### src/rtl/pipe_skid_register.sv
// Two-entry elastic pipeline register (skid buffer) with a registered in_ready.
// Optional flush port is enabled by defining PIPE_SKID_FLUSH_EN.
module pipe_skid_register #(
  parameter int                    DATA_WIDTH  = 32,
  parameter logic [DATA_WIDTH-1:0] RESET_VALUE = '0
) (
  input  logic                  clock,
  input  logic                  reset,
`ifdef PIPE_SKID_FLUSH_EN
  input  logic                  flush,
`endif
  input  logic                  in_valid,
  output logic                  in_ready,
  input  logic [DATA_WIDTH-1:0] input_data,
  output logic                  out_valid,
  input  logic                  out_ready,
  output logic [DATA_WIDTH-1:0] output_data,
  output logic [15:0]           stall_count,
  output logic [1:0]            dbg_state
);

  // Handshake: a word moves on an edge where valid and ready are both 1.
  // in_ready depends only on the state register (and reset), never on out_ready.
  typedef enum logic [1:0] {
    ST_EMPTY = 2'd0,
    ST_BUSY  = 2'd1,
    ST_FULL  = 2'd2
  } state_t;

  state_t                r_state;
  logic [DATA_WIDTH-1:0] r_main;
  logic [DATA_WIDTH-1:0] r_skid;
  logic [15:0]           r_stall;

  logic w_in_fire;
  logic w_out_fire;

  assign in_ready    = (r_state != ST_FULL) & ~reset;
  assign out_valid   = (r_state != ST_EMPTY);
  assign output_data = r_main;
  assign stall_count = r_stall;
  assign dbg_state   = r_state;

  assign w_in_fire  = in_valid & in_ready;
  assign w_out_fire = out_valid & out_ready;

  always_ff @(posedge clock) begin
    if (reset) begin
      r_state <= ST_EMPTY;
      r_main  <= RESET_VALUE;
      r_skid  <= RESET_VALUE;
      r_stall <= '0;
    end else begin
      // Saturating stall counter; flush does not clear it.
      if (out_valid && !out_ready && (r_stall != 16'hFFFF)) begin
        r_stall <= r_stall + 16'd1;
      end
`ifdef PIPE_SKID_FLUSH_EN
      if (flush) begin
        r_state <= ST_EMPTY;
      end else
`endif
      begin
        case (r_state)
          ST_EMPTY: begin
            if (w_in_fire) begin
              r_main  <= input_data;
              r_state <= ST_BUSY;
            end
          end
          ST_BUSY: begin
            if (w_in_fire && w_out_fire) begin
              r_main <= input_data;
            end else if (w_in_fire) begin
              r_skid  <= input_data;
              r_state <= ST_FULL;
            end else if (w_out_fire) begin
              r_state <= ST_EMPTY;
            end
          end
          ST_FULL: begin
            // in_ready is 0 here, so only the drain side can move.
            if (w_out_fire) begin
              r_main  <= r_skid;
              r_state <= ST_BUSY;
            end
          end
          default: r_state <= ST_EMPTY;
        endcase
      end
    end
  end

endmodule
### config.mk
export PLATFORM = sky130hd
export DESIGN_NAME = pipe_skid_register
export DESIGN_NICKNAME = d
export VERILOG_FILES = /design/src/rtl/pipe_skid_register.sv
export SDC_FILE = /design/constraint.sdc
export NUM_CORES = 1
export LEC_CHECK = 0
export CORE_MARGIN = 4
export CORE_UTILIZATION = 49
export CTS_CLUSTER_DIAMETER = 80
export DETAILED_ROUTE_END_ITERATION = 7
export GPL_TIMING_DRIVEN = 1
export MAX_ROUTING_LAYER = met4
export PLACE_DENSITY = 0.78
export SLEW_MARGIN = 25
export SYNTH_ARGS = -nofsm -noshare
export SYNTH_HDL_FRONTEND = slang
export SYNTH_SLANG_ARGS = --single-unit
### constraint.sdc
create_clock -name clock -period 1.9 [get_ports clock]
set_clock_uncertainty 0.05 [all_clocks]
set_input_delay 0.38 -clock clock [delete_from_list [all_inputs] [get_ports clock]]
set_output_delay 0.38 -clock clock [all_outputs]
set_load 0.01 [all_outputs]
; ---- After elaboration in Yosys (flattened, before gate mapping)
; Index checks and enable logic that the tools add are counted.
[word_totals]
input_bits = 36
reg_bits = 82
output_inout_bits = 52
word_cells = 39
[op_classes]
bitwise = 5
addsub = 1
n_reduce_logical = 10
muxes = 10
n_eq_ne = 9
[ops]
columns = operator, count
row1 = 32-bit two-way mux, 3
row2 = 32-bit one-hot mux with 3 select lines, 1
row3 = 16-bit by 1-bit adder with 16-bit output (second input constant), 1
row4 = 16-bit inequality test (second input constant), 1
row5 = 2-bit two-way mux, 5
row6 = 2-bit inequality test (second input constant), 5
row7 = 4-bit AND reduction, 2
row8 = 2-bit one-hot mux with 3 select lines, 1
row9 = 1-bit bitwise AND, 3
row10 = 1-bit logical AND, 3
row11 = 3-bit inequality test (second input constant), 1
row12 = 3-bit AND reduction, 1
row13 = 3-bit nonzero test, 1
row14 = 2-bit by 1-bit equality test with 1-bit output (second input constant), 1
row15 = 2-bit equality test (second input constant), 1
row16 = 2-bit logical NOT, 1
row17 = 1-bit NOT, 2
row18 = 2-bit nonzero test, 1
row19 = 1-bit logical NOT, 1

; ---- Depth between registers and ports, before layout
; Gate-level depths: netlist (run 1).
[depth]
depth_word = 6
ltp_mapped = 8
depth_no_buf = 5

; ---- Worst setup path after synthesis (run 1)
; OpenSTA, ideal clock, no wires.
[synth_path]
path_type = flip-flop to flip-flop
startpoint = register r_stall[0], in the netlist stall_count[0]
endpoint = register r_stall[6], in the netlist stall_count[6]
setup_time_ns = 0.132
path_slack_ns = 0.095
arrival_ns = 1.623
t_required_ns = 1.718
path_stages_with_launch = 7
n_path_buf = 1
cell_sequence = dfxtp_1 -> ha_1 -> nand4_1 -> nor4_1 -> clkbuf_1 -> or3_1 -> a21oi_1
[synth_between]
elab_chain_len = 2
word_cells_on_any_way = 3
[synth_rtl]
columns = item, line_no
row1 = start: declaration, 33  ; logic [15:0] r_stall;
row2 = start signal: assignment, 56  ; r_stall <= r_stall + 16'd1;
row3 = branches (longest 2 deep; another with 16-bit by 1-bit adder with 16-bit output), -
; Parallel ways; which one is timed is not known.
; A chain may end at the register's enable or synchronous reset.

; ---- Worst setup path in the final report (run 1)
[layout_path]
startpoint = register r_state[1], in the netlist dbg_state[1]
endpoint = output dbg_state[1]
[layout_rtl]
columns = item, line_no
row1 = start: declaration, 30  ; state_t r_state;
row2 = start signal: assignment, 49  ; r_state <= ST_EMPTY;
row3 = start signal: assignment, 68  ; r_state <= ST_BUSY;
row4 = start signal: assignment, 76  ; r_state <= ST_FULL;
row5 = end: declaration, 19  ; output logic [1:0] dbg_state
; No word-level cell between the ends.

==> results of run 1 <==
repair_timing:
item                       CTS  global route
buffers inserted             0             1
pin swaps                    1             1
cloned                       2             0
gates resized for setup      7             8
setup endpoints to repair   14            32
stage by stage:
| step | cells | hold slack, ns | setup WS [ns] | total power [W] |
|---|---|---|---|---|
| 3_5_place_dp | 590 | 0.396 | -0.390 | 0.00248 |
| 6_report | 608 | 0.405 | 0.0554 | 0.00367 |
| 3_3_place_gp | 590 | 0.391 | -0.321 | 0.00246 |
| 2_1_floorplan | 413 | 0.386 | 0.0950 | 0.00216 |
| 4_1_cts | 607 | 0.407 | 0.00931 | 0.00369 |
| 5_1_grt | 608 | 0.421 | -0.00618 | 0.00383 |
critical path, stage by stage (launching register included):
cell             delay (ns)
dfxtp_4                0.39
buf_4                  0.15
clkdlybuf4s50_1        0.54
power by group through the flow:
stage	Combinational (W)	Clock [W]	Sequential, W
global placement	0.000578	0	0.00188
global route	0.000648	0.00132	0.00186
floorplan	0.000253	0	0.00191
detailed placement	0.000591	0	0.00189
CTS	0.000600	0.00124	0.00185
finish	0.000598	0.00123	0.00185
sequential cells by signal, summed over array words and instances, names as in the netlist:
signal       count
output_data     32
stall_count     16
r_skid          32
dbg_state        2
cells in the final DEF, fill, tap and decap left out, types with 7 or more instances in the layout:
master / n
clkdlybuf4s50_1: 82
dfxtp_1: 79
nand2_1: 70
a21oi_1: 43
nor3_1: 38
a211oi_1: 36
mux2i_1: 33
buf_4: 26
clkbuf_8: 9
nand3_1: 7
nand4_1: 7
or3_1: 7
o21ai_0: 7
cell type report:
| cell class | instances | area [µm²] |
|---|---|---|
| fill | 559 | 2020 |
| multi-input combinational | 294 | 1800 |
| sequential | 82 | 1650 |
| timing repair buffer | 119 | 1200 |
| clock buffer | 10 | 128 |
| tap | 96 | 120 |
| clock inverter | 5 | 53.8 |
| inverter | 2 | 7.51 |
cell usage after synthesis (2+ instances only):
master    instances  area [µm²]
a211oi_1         36         270
a21oi_1          43         215
a31oi_1           2        12.5
and2_1            2        12.5
and3_1            2        12.5
buf_2            16        80.1
buf_4             3        22.5
clkbuf_1         15        56.3
dfxtp_1          82        1640
inv_1             2        7.51
mux2i_1          33         330
nand2_1          70         263
nand3_1           7        35.0
nand3b_1          2        15.0
nand4_1           7        43.8
nor2_1            5        18.8
nor3_1           38         190
nor3b_1           2        15.0
nor4_1            4        25.0
o21ai_0           7        35.0
o31ai_1           3        22.5
o41ai_1           2        17.5
or2_1             2        12.5
or3_1             7        43.8
or4_1             3        22.5
cell families after synthesis:
| kind of cell | count (synthesis) | synth area share [%] |
|---|---|---|
| simple gates | 159 | 21.6 |
| compound gates | 101 | 18.3 |
| flops | 82 | 45.6 |
| buf+inv | 37 | 4.93 |
| mux | 33 | 9.17 |
| fa+ha+maj | 1 | 0.347 |
worst paths after layout:
| kind | depth (start not counted) | end | slack [ns] | from |
|---|---|---|---|---|
| setup / recovery | 2 | dbg_state[1] | 0.06 | dbg_state[1]$_SDFFE_PP0P_ |
| hold / removal | 2 | r_skid[25]$_SDFFE_PP0P_ | 0.41 | r_skid[25]$_SDFFE_PP0P_ |
| setup reg to reg | 7 | r_skid[7]$_SDFFE_PP0P_ | 0.12 | dbg_state[1]$_SDFFE_PP0P_ |
| hold reg to reg | 2 | r_skid[25]$_SDFFE_PP0P_ | 0.41 | r_skid[25]$_SDFFE_PP0P_ |
per-layer routing:
layer	vias up	wire (µm)	global-route usage, %
li1	1696	-	-
met1	1578	4160	28.0
met2	118	4500	36.1
met3	14	682	3.53
met4	0	133	8.18
met5	-	0	-
==> results.json, run 1 <==
{
  "viasPerCell": 5.60,
  "initial_core_util_pct": 51.6,
  "critPathRequiredTime_ns": 1.47,
  "p_per_area_mw_per_mm2": 740,
  "slew_violations": 0,
  "layout-drive-gt1-share_pct": 12.1,
  "hpwl_um": 6340,
  "antenna_found_initial": 0,
  "tightestPinTransition_ns": 0.585,
  "post_dp_cell_area_mm2": 0.00468,
  "antennaDiodeCount": 0,
  "clk_pin_slew_worst_paths_ns": 0.09,
  "postCtsHoldBufs": 0,
  "die-area_mm2": 0.00879,
  "ys_ff_latch": 82,
  "p_seq_share_pct": 50.3,
  "grt_first_pass_wirelength_um": 15300,
  "grt_overflow": 0,
  "fmax_mhz": 542,
  "avgSynthCellArea_um2": 8.72,
  "fin_crit_ns": 1.84,
  "synth_warnings": 0,
  "p_int_w": 0.00273,
  "drc": 0,
  "dieWidth_um": 93.7,
  "p_leak_nw": 1.89,
  "io_buffers": 87,
  "cts_tree": "yes",
  "cts_buffers": 9,
  "power_frac_clock_pct": 33.4,
  "worstHoldPathType": "flop to flop",
  "grt_pass1_vias": 3182,
  "synthDistinctLibCells": 43,
  "netlist_area_mm2": 0.00360,
  "cp-start-kind": "flop",
  "crit_type": "flop to output pin",
  "status": "completed",
  "synth_edf_count": 0,
  "synthesis.nets": 450,
  "clock_path_buffers": 2,
  "synthArstFlopShare_pct": 0,
  "grt_max_degree": 41,
  "irDropWorstVdd_uv": 428,
  "drtPass1Iterations": 4,
  "wl_um": 9480,
  "clock-sinks": 82,
  "ctsHtreeMaxLevel": 3,
  "power_frac_comb_pct": 16.3,
  "setup-tns-final_ns": 0,
  "rows": 30,
  "gp_congestion": 0.839,
  "yosysSeqAreaShare_pct": 45.6,
  "synthCells": 413,
  "fin_util_pct": 71.1,
  "syn2layout_area_growth_pct": 37.7,
  "swShare_pct": 25.7,
  "nets": 545,
  "arrival_ns": 1.41,
  "detail-route-antenna-nets": 0,
  "cts-root-buf": "clkbuf_8",
  "path_max_fanout": 6,
  "coreArea_mm2": 0.00698,
  "dr_total_vias": 3406,
  "hold_viol_final": 0,
  "finalCritPeriodShare_pct": 97.1,
  "power.switching_w": 0.000945,
  "cap_violations": 0,
  "initialDrtViolationCount": 187,
  "max_slew_margin_pct": 61.0,
  "ios": 88,
  "insertion_delay_ns": 0.35,
  "setup_violations": 0,
  "wl_per_cell_um": 15.6,
  "grt_use_total_pct": 22.2,
  "fp.dieH_um": 93.7,
  "endpoint_kind": "output pin",
  "postLayoutCellArea_mm2": 0.00496,
  "yosys_most_used_dff": "dfxtp_1"
}
(Power assumes the default switching activity.)
==> run 2: changes to the inputs <==
- ABC_CLOCK_PERIOD_IN_PS: default -> 1900
==> results of run 2 <==
Final layout, timing and power as in run 1 (identical DEF).
